`src/rtl/inst_encoder_pkg.sv`:
```
// Shared types and constants for the RISC-V instruction encoder.
package riscv_enc_pkg;

  typedef enum logic [2:0] {
    FMT_I      = 3'd0,
    FMT_ISHIFT = 3'd1,
    FMT_S      = 3'd2,
    FMT_U      = 3'd3,
    FMT_B      = 3'd4
  } fmt_e;

  localparam logic [6:0] OP_LOAD   = 7'b0000011;
  localparam logic [6:0] OP_IMM    = 7'b0010011;
  localparam logic [6:0] OP_STORE  = 7'b0100011;
  localparam logic [6:0] OP_LUI    = 7'b0110111;
  localparam logic [6:0] OP_BRANCH = 7'b1100011;

  // Address is stored at full width; the top narrows it to ADDR_W (<= 32).
  typedef struct packed {
    logic [31:0] inst;
    logic [31:0] addr;
    logic        err;
  } enc_entry_t;

endpackage

```
`src/rtl/inst_encoder_if.sv`:
```
// Field input / encoded word output bundle of the instruction encoder.
interface inst_encoder_if #(
  parameter int ADDR_W = 32
);
  logic              in_valid;
  logic              in_ready;
  logic [2:0]        fmt;
  logic [6:0]        opcode;
  logic [2:0]        funct3;
  logic [6:0]        funct7;
  logic [4:0]        rd;
  logic [4:0]        rs1;
  logic [4:0]        rs2;
  logic [31:0]       imm;
  logic              out_valid;
  logic              out_ready;
  logic [31:0]       inst;
  logic [ADDR_W-1:0] addr;
  logic              err;
  logic [7:0]        err_count;

  modport master (
    output in_valid, fmt, opcode, funct3, funct7, rd, rs1, rs2, imm, out_ready,
    input  in_ready, out_valid, inst, addr, err, err_count
  );

  modport slave (
    input  in_valid, fmt, opcode, funct3, funct7, rd, rs1, rs2, imm, out_ready,
    output in_ready, out_valid, inst, addr, err, err_count
  );
endinterface

```
`src/rtl/inst_encoder_fifo.sv`:
```
// DEPTH-entry FIFO of encoded words; clear takes priority over push and pop.
module enc_fifo
  import riscv_enc_pkg::*;
#(
  parameter int DEPTH = 2
) (
  input  logic       clk,
  input  logic       rst_n,
  input  logic       clear,
  input  logic       wr_en,
  input  enc_entry_t wr_data,
  input  logic       rd_en,
  output enc_entry_t rd_data,
  output logic       empty,
  output logic       full
);
  localparam int PW = $clog2(DEPTH);
  localparam int CW = PW + 1;

  enc_entry_t      mem [DEPTH];
  logic [PW-1:0]   wr_ptr;
  logic [PW-1:0]   rd_ptr;
  logic [CW-1:0]   count;

  // NOTE: state registers use <= so every flop samples pre-edge values.
  always_ff @(posedge clk or negedge rst_n) begin
    if (!rst_n) begin
      wr_ptr <= '0;
      rd_ptr <= '0;
      count  <= '0;
    end else if (clear) begin
      wr_ptr <= '0;
      rd_ptr <= '0;
      count  <= '0;
    end else begin
      if (wr_en) wr_ptr <= wr_ptr + PW'(1);
      if (rd_en) rd_ptr <= rd_ptr + PW'(1);
      case ({wr_en, rd_en})
        2'b10:   count <= count + CW'(1);
        2'b01:   count <= count - CW'(1);
        default: ;
      endcase
    end
  end

  // NOTE: storage has no reset; emptiness comes from count and the top masks the head.
  always_ff @(posedge clk) begin
    if (wr_en) mem[wr_ptr] <= wr_data;
  end

  assign rd_data = mem[rd_ptr];
  assign empty   = (count == '0);
  assign full    = (count == CW'(DEPTH));
endmodule

```
`src/rtl/inst_encoder.sv`:
```
// Packs decoded RISC-V fields and an immediate into instruction words,
// range-checks the immediate and tags each word with an imem address.
module inst_encoder
  import riscv_enc_pkg::*;
#(
  parameter int                ADDR_W    = 32,
  parameter logic [ADDR_W-1:0] BASE_ADDR = '0,
  parameter int                DEPTH     = 2
) (
  input logic           clk,
  input logic           rst_n,
  input logic           clear,
  inst_encoder_if.slave bus
);
  logic signed [31:0] simm;
  fmt_e               fmt_sel;
  logic [31:0]        enc_inst;
  logic               enc_err;
  logic               accept;
  logic               pop;
  logic               fifo_full;
  logic               fifo_empty;
  logic [ADDR_W-1:0]  next_addr;
  logic [7:0]         err_cnt;
  enc_entry_t         wr_entry;
  enc_entry_t         head;

  assign simm    = $signed(bus.imm);
  assign fmt_sel = fmt_e'(bus.fmt);

  // NOTE: defaults first so no path through this block can infer a latch.
  always_comb begin
    enc_inst = '0;
    enc_err  = 1'b0;
    case (fmt_sel)
      FMT_I: begin
        enc_inst = {bus.imm[11:0], bus.rs1, bus.funct3, bus.rd, bus.opcode};
        enc_err  = (simm < -2048) || (simm > 2047);
      end
      FMT_ISHIFT: begin
        enc_inst = {bus.funct7, bus.imm[4:0], bus.rs1, bus.funct3, bus.rd, bus.opcode};
        enc_err  = (simm < 0) || (simm > 31);
      end
      FMT_S: begin
        enc_inst = {bus.imm[11:5], bus.rs2, bus.rs1, bus.funct3, bus.imm[4:0], bus.opcode};
        enc_err  = (simm < -2048) || (simm > 2047);
      end
      FMT_U: begin
        enc_inst = {bus.imm[31:12], bus.rd, bus.opcode};
        enc_err  = (bus.imm[11:0] != 12'h000);
      end
      FMT_B: begin
        enc_inst = {bus.imm[12], bus.imm[10:5], bus.rs2, bus.rs1, bus.funct3,
                    bus.imm[4:1], bus.imm[11], bus.opcode};
        enc_err  = (simm < -4096) || (simm > 4094) || bus.imm[0];
      end
      default: enc_err = 1'b1;
    endcase
  end

  assign bus.in_ready = !fifo_full && !clear;
  assign accept       = bus.in_valid && bus.in_ready;
  assign pop          = bus.out_valid && bus.out_ready;

  assign wr_entry = '{inst: enc_inst, addr: 32'(next_addr), err: enc_err};

  always_ff @(posedge clk or negedge rst_n) begin
    if (!rst_n) begin
      next_addr <= BASE_ADDR;
      err_cnt   <= '0;
    end else if (clear) begin
      next_addr <= BASE_ADDR;
      err_cnt   <= '0;
    end else if (accept) begin
      next_addr <= next_addr + ADDR_W'(4);
      if (enc_err && err_cnt != 8'hFF) err_cnt <= err_cnt + 8'd1;
    end
  end

  enc_fifo #(.DEPTH(DEPTH)) u_fifo (
    .clk     (clk),
    .rst_n   (rst_n),
    .clear   (clear),
    .wr_en   (accept),
    .wr_data (wr_entry),
    .rd_en   (pop && !clear),
    .rd_data (head),
    .empty   (fifo_empty),
    .full    (fifo_full)
  );

  // Empty head reads as the reset word rather than stale storage.
  assign bus.out_valid = !fifo_empty;
  assign bus.inst      = fifo_empty ? 32'h0 : head.inst;
  assign bus.addr      = fifo_empty ? BASE_ADDR : head.addr[ADDR_W-1:0];
  assign bus.err       = fifo_empty ? 1'b0 : head.err;
  assign bus.err_count = err_cnt;
endmodule

```
`src/flat_wrapper.sv`:
```
// flat-port wrapper written by rule: the top's interface ports become plain ports
module inst_encoder_flat import riscv_enc_pkg::*;
#(
  parameter int                ADDR_W    = 32,
  parameter logic [ADDR_W-1:0] BASE_ADDR = '0,
  parameter int                DEPTH     = 2
)
  (clk, rst_n, clear, bus_in_valid, bus_fmt, bus_opcode, bus_funct3, bus_funct7, bus_rd, bus_rs1, bus_rs2, bus_imm, bus_out_ready, bus_in_ready, bus_out_valid, bus_inst, bus_addr, bus_err, bus_err_count);
  inst_encoder_if #(.ADDR_W(ADDR_W)) bus_i ();
  input logic clk;
  input logic rst_n;
  input logic clear;
  input wire logic [$bits(bus_i.in_valid)-1:0] bus_in_valid;
  input wire logic [$bits(bus_i.fmt)-1:0] bus_fmt;
  input wire logic [$bits(bus_i.opcode)-1:0] bus_opcode;
  input wire logic [$bits(bus_i.funct3)-1:0] bus_funct3;
  input wire logic [$bits(bus_i.funct7)-1:0] bus_funct7;
  input wire logic [$bits(bus_i.rd)-1:0] bus_rd;
  input wire logic [$bits(bus_i.rs1)-1:0] bus_rs1;
  input wire logic [$bits(bus_i.rs2)-1:0] bus_rs2;
  input wire logic [$bits(bus_i.imm)-1:0] bus_imm;
  input wire logic [$bits(bus_i.out_ready)-1:0] bus_out_ready;
  output wire logic [$bits(bus_i.in_ready)-1:0] bus_in_ready;
  output wire logic [$bits(bus_i.out_valid)-1:0] bus_out_valid;
  output wire logic [$bits(bus_i.inst)-1:0] bus_inst;
  output wire logic [$bits(bus_i.addr)-1:0] bus_addr;
  output wire logic [$bits(bus_i.err)-1:0] bus_err;
  output wire logic [$bits(bus_i.err_count)-1:0] bus_err_count;
  assign bus_i.in_valid = bus_in_valid;
  assign bus_i.fmt = bus_fmt;
  assign bus_i.opcode = bus_opcode;
  assign bus_i.funct3 = bus_funct3;
  assign bus_i.funct7 = bus_funct7;
  assign bus_i.rd = bus_rd;
  assign bus_i.rs1 = bus_rs1;
  assign bus_i.rs2 = bus_rs2;
  assign bus_i.imm = bus_imm;
  assign bus_i.out_ready = bus_out_ready;
  assign bus_in_ready = bus_i.in_ready;
  assign bus_out_valid = bus_i.out_valid;
  assign bus_inst = bus_i.inst;
  assign bus_addr = bus_i.addr;
  assign bus_err = bus_i.err;
  assign bus_err_count = bus_i.err_count;
  inst_encoder #(.ADDR_W(ADDR_W), .BASE_ADDR(BASE_ADDR), .DEPTH(DEPTH)) u_core (.clk(clk), .rst_n(rst_n), .clear(clear), .bus(bus_i));
endmodule
```
`config.mk`:
```
export PLATFORM = sky130hd
export DESIGN_NAME = inst_encoder_flat
export DESIGN_NICKNAME = d
export VERILOG_FILES = /design/src/rtl/inst_encoder_pkg.sv /design/src/rtl/inst_encoder_if.sv /design/src/rtl/inst_encoder_fifo.sv /design/src/rtl/inst_encoder.sv /design/src/flat_wrapper.sv
export SDC_FILE = /design/constraint.sdc
export NUM_CORES = 1
export LEC_CHECK = 0
export ABC_AREA = 1
export CAP_MARGIN = 20
export CORE_MARGIN = 3
export CORE_UTILIZATION = 54
export DETAILED_ROUTE_END_ITERATION = 8
export PLACE_DENSITY = 0.81
export SYNTH_ARGS = -nofsm -noshare
export SYNTH_HDL_FRONTEND = slang
export SYNTH_HIERARCHICAL = 1
export SYNTH_SLANG_ARGS = --single-unit
export TNS_END_PERCENT = 50
```
`constraint.sdc`:
```
create_clock -name clk -period 5.85 [get_ports clk]
set_clock_uncertainty 0.05 [all_clocks]
set_input_delay 1.17 -clock clk [delete_from_list [all_inputs] [get_ports clk]]
set_output_delay 1.17 -clock clk [all_outputs]
set_load 0.05 [all_outputs]
```
==> run_summary.xml <==
<?xml version="1.0" encoding="UTF-8"?>
<metrics>
  <group name="global_routing">
    <metric name="grt_pass1_wl" unit="microns">30940</metric>
    <metric name="grt_max_degree" unit="">68</metric>
    <metric name="grt_pass1_vias" unit="">6179</metric>
    <metric name="grt_remaining_overflow" unit="">0</metric>
    <metric name="number_of_antenna_violations_at_the_first_check_in_global_routing" unit="">0</metric>
    <metric name="grt_util_all_layers" unit="">0.2212</metric>
  </group>
  <group name="clock_network">
    <metric name="clock-sinks" unit="">172</metric>
    <metric name="clock_path_buffers" unit="">2</metric>
    <metric name="clk_transition_reported_paths" unit="ns">0.06</metric>
    <metric name="cts_hold_buffers" unit="">0</metric>
    <metric name="cts_setup_buffers" unit="">0</metric>
    <metric name="cts-buffers-inserted" unit="">17</metric>
    <metric name="cts-resized-gates" unit="">0</metric>
    <metric name="clkLatencyLatePin" unit="ns">0.42</metric>
    <metric name="cts_root_buffer" unit="">sky130_fd_sc_hd__clkbuf_16</metric>
    <metric name="cts_tree" unit="">built</metric>
    <metric name="cts.htree.levels" unit="">4</metric>
  </group>
  <group name="finish">
    <metric name="fillers" unit="">1139</metric>
    <metric name="final_common_cell" unit="">sky130_fd_sc_hd__clkdlybuf4s50_1</metric>
    <metric name="mostFrequentLayoutCells" unit="">sky130_fd_sc_hd__clkdlybuf4s50_1 (145), sky130_fd_sc_hd__inv_1 (143), sky130_fd_sc_hd__nand2_1 (140)</metric>
    <metric name="multiInputGateArea" unit="sq um">3048</metric>
    <metric name="post-route-util" unit="">0.7079</metric>
    <metric name="design.final.nets" unit="">1077</metric>
    <metric name="num_antenna_cells" unit="">0</metric>
    <metric name="finish.instance_area" unit="sq um">10960</metric>
    <metric name="sequential_cell_area" unit="sq um">4959</metric>
    <metric name="layout-drive-gt1-share" unit="">0.1417</metric>
    <metric name="areaGrowthSynthToFinish" unit="%">26.35</metric>
  </group>
  <group name="die">
    <metric name="floorplan.io_pins" unit="">147</metric>
    <metric name="die-width" unit="microns">132.7</metric>
    <metric name="start_util" unit="">0.5602</metric>
    <metric name="placeableCoreArea" unit="sq um">15480</metric>
    <metric name="std_cell_rows" unit="">45</metric>
    <metric name="design.die.area" unit="sq um">17620</metric>
    <metric name="floorplan.die.height" unit="microns">132.7</metric>
  </group>
  <group name="synth">
    <metric name="synth_fa_ha_area_frac" unit="">0.002885</metric>
    <metric name="synthArstFlopShare" unit="">0.2442</metric>
    <metric name="combinational_family_with_the_most_area_after_synthesis" unit="">simple AND/OR/NAND/NOR gates</metric>
    <metric name="postSynthCellCount" unit="">853</metric>
    <metric name="synthDominantAreaCellType" unit="">sky130_fd_sc_hd__edfxtp_1</metric>
    <metric name="postSynthAreaPerCell" unit="sq um">10.17</metric>
    <metric name="synthSimpleGateAreaFrac" unit="">0.1897</metric>
    <metric name="post_synth_instance_area" unit="sq um">8675</metric>
    <metric name="synth.area.top_cells" unit="">sky130_fd_sc_hd__edfxtp_1 (45%), sky130_fd_sc_hd__dfrtp_1 (12%), sky130_fd_sc_hd__inv_1 (6.2%)</metric>
    <metric name="netlist-cell-type-count" unit="">52</metric>
    <metric name="synth_seq_area_share" unit="">0.5712</metric>
    <metric name="yosys-mux-area-fraction" unit="">0.09650</metric>
    <metric name="synthXorXnorAreaFrac" unit="">0.007068</metric>
    <metric name="synth_top_area_frac" unit="">0.4500</metric>
    <metric name="ys.warnings.count" unit="">6</metric>
    <metric name="synth-edff-count" unit="">130</metric>
    <metric name="synth-compound-area-share" unit="">0.05178</metric>
    <metric name="synth_seq_cells" unit="">172</metric>
    <metric name="ys.flop_type" unit="">sky130_fd_sc_hd__edfxtp_1</metric>
  </group>
  <group name="timing">
    <metric name="final_hold_viol_count" unit="">0</metric>
    <metric name="slew_violations" unit="">0</metric>
    <metric name="rsz0062_at_grt" unit="">false</metric>
    <metric name="whs" unit="ns">0.4775</metric>
    <metric name="endpoints_failing_setup" unit="">0</metric>
    <metric name="slew_at_the_pin_closest_to_its_max_slew_limit" unit="ns">1.029</metric>
    <metric name="fin_crit_sh" unit="">0.6991</metric>
    <metric name="fin_crit" unit="ns">4.089</metric>
    <metric name="max_freq" unit="MHz">244.5</metric>
    <metric name="relSlewSlack" unit="">0.3138</metric>
    <metric name="fin_tns_setup" unit="ns">0</metric>
    <metric name="postLayoutSetupSlackWorst" unit="ns">1.761</metric>
  </group>
  <group name="outcome">
    <metric name="run_status" unit="">finished, final reports clean</metric>
  </group>
  <group name="setup_path">
    <metric name="criticalPathCategory" unit="">register to primary output</metric>
    <metric name="cp-end-kind" unit="">primary output</metric>
    <metric name="timing.critical_path.required" unit="ns">4.63</metric>
    <metric name="critical_path.startpoint_type" unit="">register</metric>
    <metric name="critical_path_peak_fanout" unit="">67</metric>
    <metric name="critical-path-slowest-cell" unit="">sky130_fd_sc_hd__dfrtp_4</metric>
    <metric name="crit_path_max_incr_delay" unit="ns">1.10</metric>
    <metric name="timing.critical_path.max_delay_family" unit="">flip-flops</metric>
    <metric name="critical_path.n_buffers_inverters" unit="">2</metric>
    <metric name="crit_arrival" unit="ns">2.87</metric>
    <metric name="crit_path_cell_trace" unit="">mux2_2 -&gt; inv_1 -&gt; nor2_1 -&gt; clkdlybuf4s50_1</metric>
  </group>
  <group name="routing">
    <metric name="postRouteAntennaNets" unit="">0</metric>
    <metric name="routed-via-count" unit="">6372</metric>
    <metric name="drc" unit="">0</metric>
    <metric name="drt_pass1_iterations" unit="">5</metric>
    <metric name="via_per_inst" unit="">5.193</metric>
    <metric name="detailedRoute.firstIterationViolations" unit="">602</metric>
    <metric name="route.final.wire_length" unit="microns">19180</metric>
    <metric name="post_dr_wirelength_cell" unit="microns">15.63</metric>
  </group>
  <group name="power_and_ir_drop">
    <metric name="vdd.ir_drop.worst" unit="mV">0.2221</metric>
    <metric name="leakage" unit="nW">4.491</metric>
    <metric name="cellPowerDensity" unit="nW/um^2">363.9</metric>
  </group>
  <group name="placed_design">
    <metric name="preCtsSetupSlack" unit="ns">1.816</metric>
    <metric name="dp.final_hpwl" unit="microns">13190</metric>
    <metric name="place.gp.congestion" unit="">0.8836</metric>
    <metric name="placed_area" unit="sq um">10340</metric>
    <metric name="portBuffers" unit="">146</metric>
  </group>
  <group name="worst_hold_path">
    <metric name="min_path_type" unit="">register to register</metric>
  </group>
  <group name="flow_run">
    <metric name="max_cap_viol_count" unit="">0</metric>
  </group>
</metrics>
## report_power, final
part	internal (mW)	switching, mW	leakage [nW]
clock network	0.723	0.444	0.305
registers	1.40	0.0596	1.80
logic	0.459	0.902	2.39
total	2.58	1.41	4.49
## Yosys cell counts (2+ instances only)
cell / number
sky130_fd_sc_hd__nor3_4: 3
sky130_fd_sc_hd__nor2_1: 119
sky130_fd_sc_hd__ha_1: 2
sky130_fd_sc_hd__nor2_4: 3
sky130_fd_sc_hd__buf_6: 4
sky130_fd_sc_hd__inv_1: 144
sky130_fd_sc_hd__nand2_1: 140
sky130_fd_sc_hd__nand3_2: 6
sky130_fd_sc_hd__nand3_1: 28
sky130_fd_sc_hd__inv_2: 7
sky130_fd_sc_hd__o22ai_1: 3
sky130_fd_sc_hd__o31ai_1: 4
sky130_fd_sc_hd__xor2_1: 5
sky130_fd_sc_hd__nand4_1: 18
sky130_fd_sc_hd__nand2_4: 2
sky130_fd_sc_hd__xnor2_1: 2
sky130_fd_sc_hd__a31oi_1: 3
sky130_fd_sc_hd__o21ai_0: 33
sky130_fd_sc_hd__nor3_1: 15
sky130_fd_sc_hd__mux2_4: 28
sky130_fd_sc_hd__buf_2: 6
sky130_fd_sc_hd__nand2_2: 6
sky130_fd_sc_hd__a21oi_1: 8
sky130_fd_sc_hd__a22oi_1: 3
sky130_fd_sc_hd__nor4_1: 2
sky130_fd_sc_hd__edfxtp_1: 130
sky130_fd_sc_hd__o21ai_1: 4
sky130_fd_sc_hd__dfrtp_1: 42
sky130_fd_sc_hd__mux2_2: 37
sky130_fd_sc_hd__clkbuf_1: 10
sky130_fd_sc_hd__o211ai_1: 7
sky130_fd_sc_hd__nor2_2: 5
sky130_fd_sc_hd__clkinv_1: 2
sky130_fd_sc_hd__nor3_2: 4
## final cells by class
cell class	count	share of cell area
Multi-Input combinational cell	509	0.2781
Clock buffer	20	0.04075
Tap cell	211	0.02409
Inverter	153	0.05240
Sequential cell	172	0.4524
Timing Repair Buffer	150	0.1368
Clock inverter	12	0.01553
## cell families (layout without fill, tap and decap cells)
| family | Yosys count | count (layout) |
|---|---|---|
| AOI/OAI and AO/OA | 74 | 74 |
| xor gates and xnor gates | 7 | 7 |
| adders and majority gates | 2 | 2 |
| buffers and inverters | 175 | 335 |
| DFF | 172 | 172 |
| muxes | 65 | 65 |
| other | 1 | 4 |
| and+or+nand+nor | 357 | 357 |
## through the flow
step,total power [mW],instances
after floorplan,2.393,856
after global placement,2.832,1195
after detailed placement,2.851,1195
after CTS,4.018,1227
after global routing,4.141,1227
final,3.989,1227
## path summary, 6_finish.rpt
| check | slack [ns] | from | cells past startpoint | endpoint |
|---|---|---|---|---|
| max | 1.76 | u_core/u_fifo/rd_ptr | 4 | bus_inst[24] |
| min | 0.48 | u_core/next_addr[19] | 0 | u_core/u_fifo/mem[1][20] |
| max reg2reg | 2.95 | u_core/u_fifo/count[0] | 9 | u_core/u_fifo/mem[0][59] |
| min reg2reg | 0.48 | u_core/next_addr[19] | 0 | u_core/u_fifo/mem[1][20] |
| max in group asynchronous | 4.18 | rst_n | 1 | u_core/u_fifo/rd_ptr |
| min in group asynchronous | 0.85 | rst_n | 1 | u_core/bus.err_count[0] |
## registers in the layout, summed over array words and instances (netlist names)
name and cells:
u_core/bus.err_count 8, u_core/u_fifo/count 2, u_core/next_addr 30, u_core/u_fifo/mem 130, u_core/u_fifo/rd_ptr 1, u_core/u_fifo/wr_ptr 1
## metal layers
metal / vias to the layer above / part of all wire / GRT usage
met2: 216 / 0.49 / 0.3633
met4: 0 / 0.018 / 0.07737
met3: 35 / 0.056 / 0.03954
li1: 3127 / - / -
met5: - / 0 / 0
met1: 2994 / 0.44 / 0.2991
(Power assumes the default switching activity.)
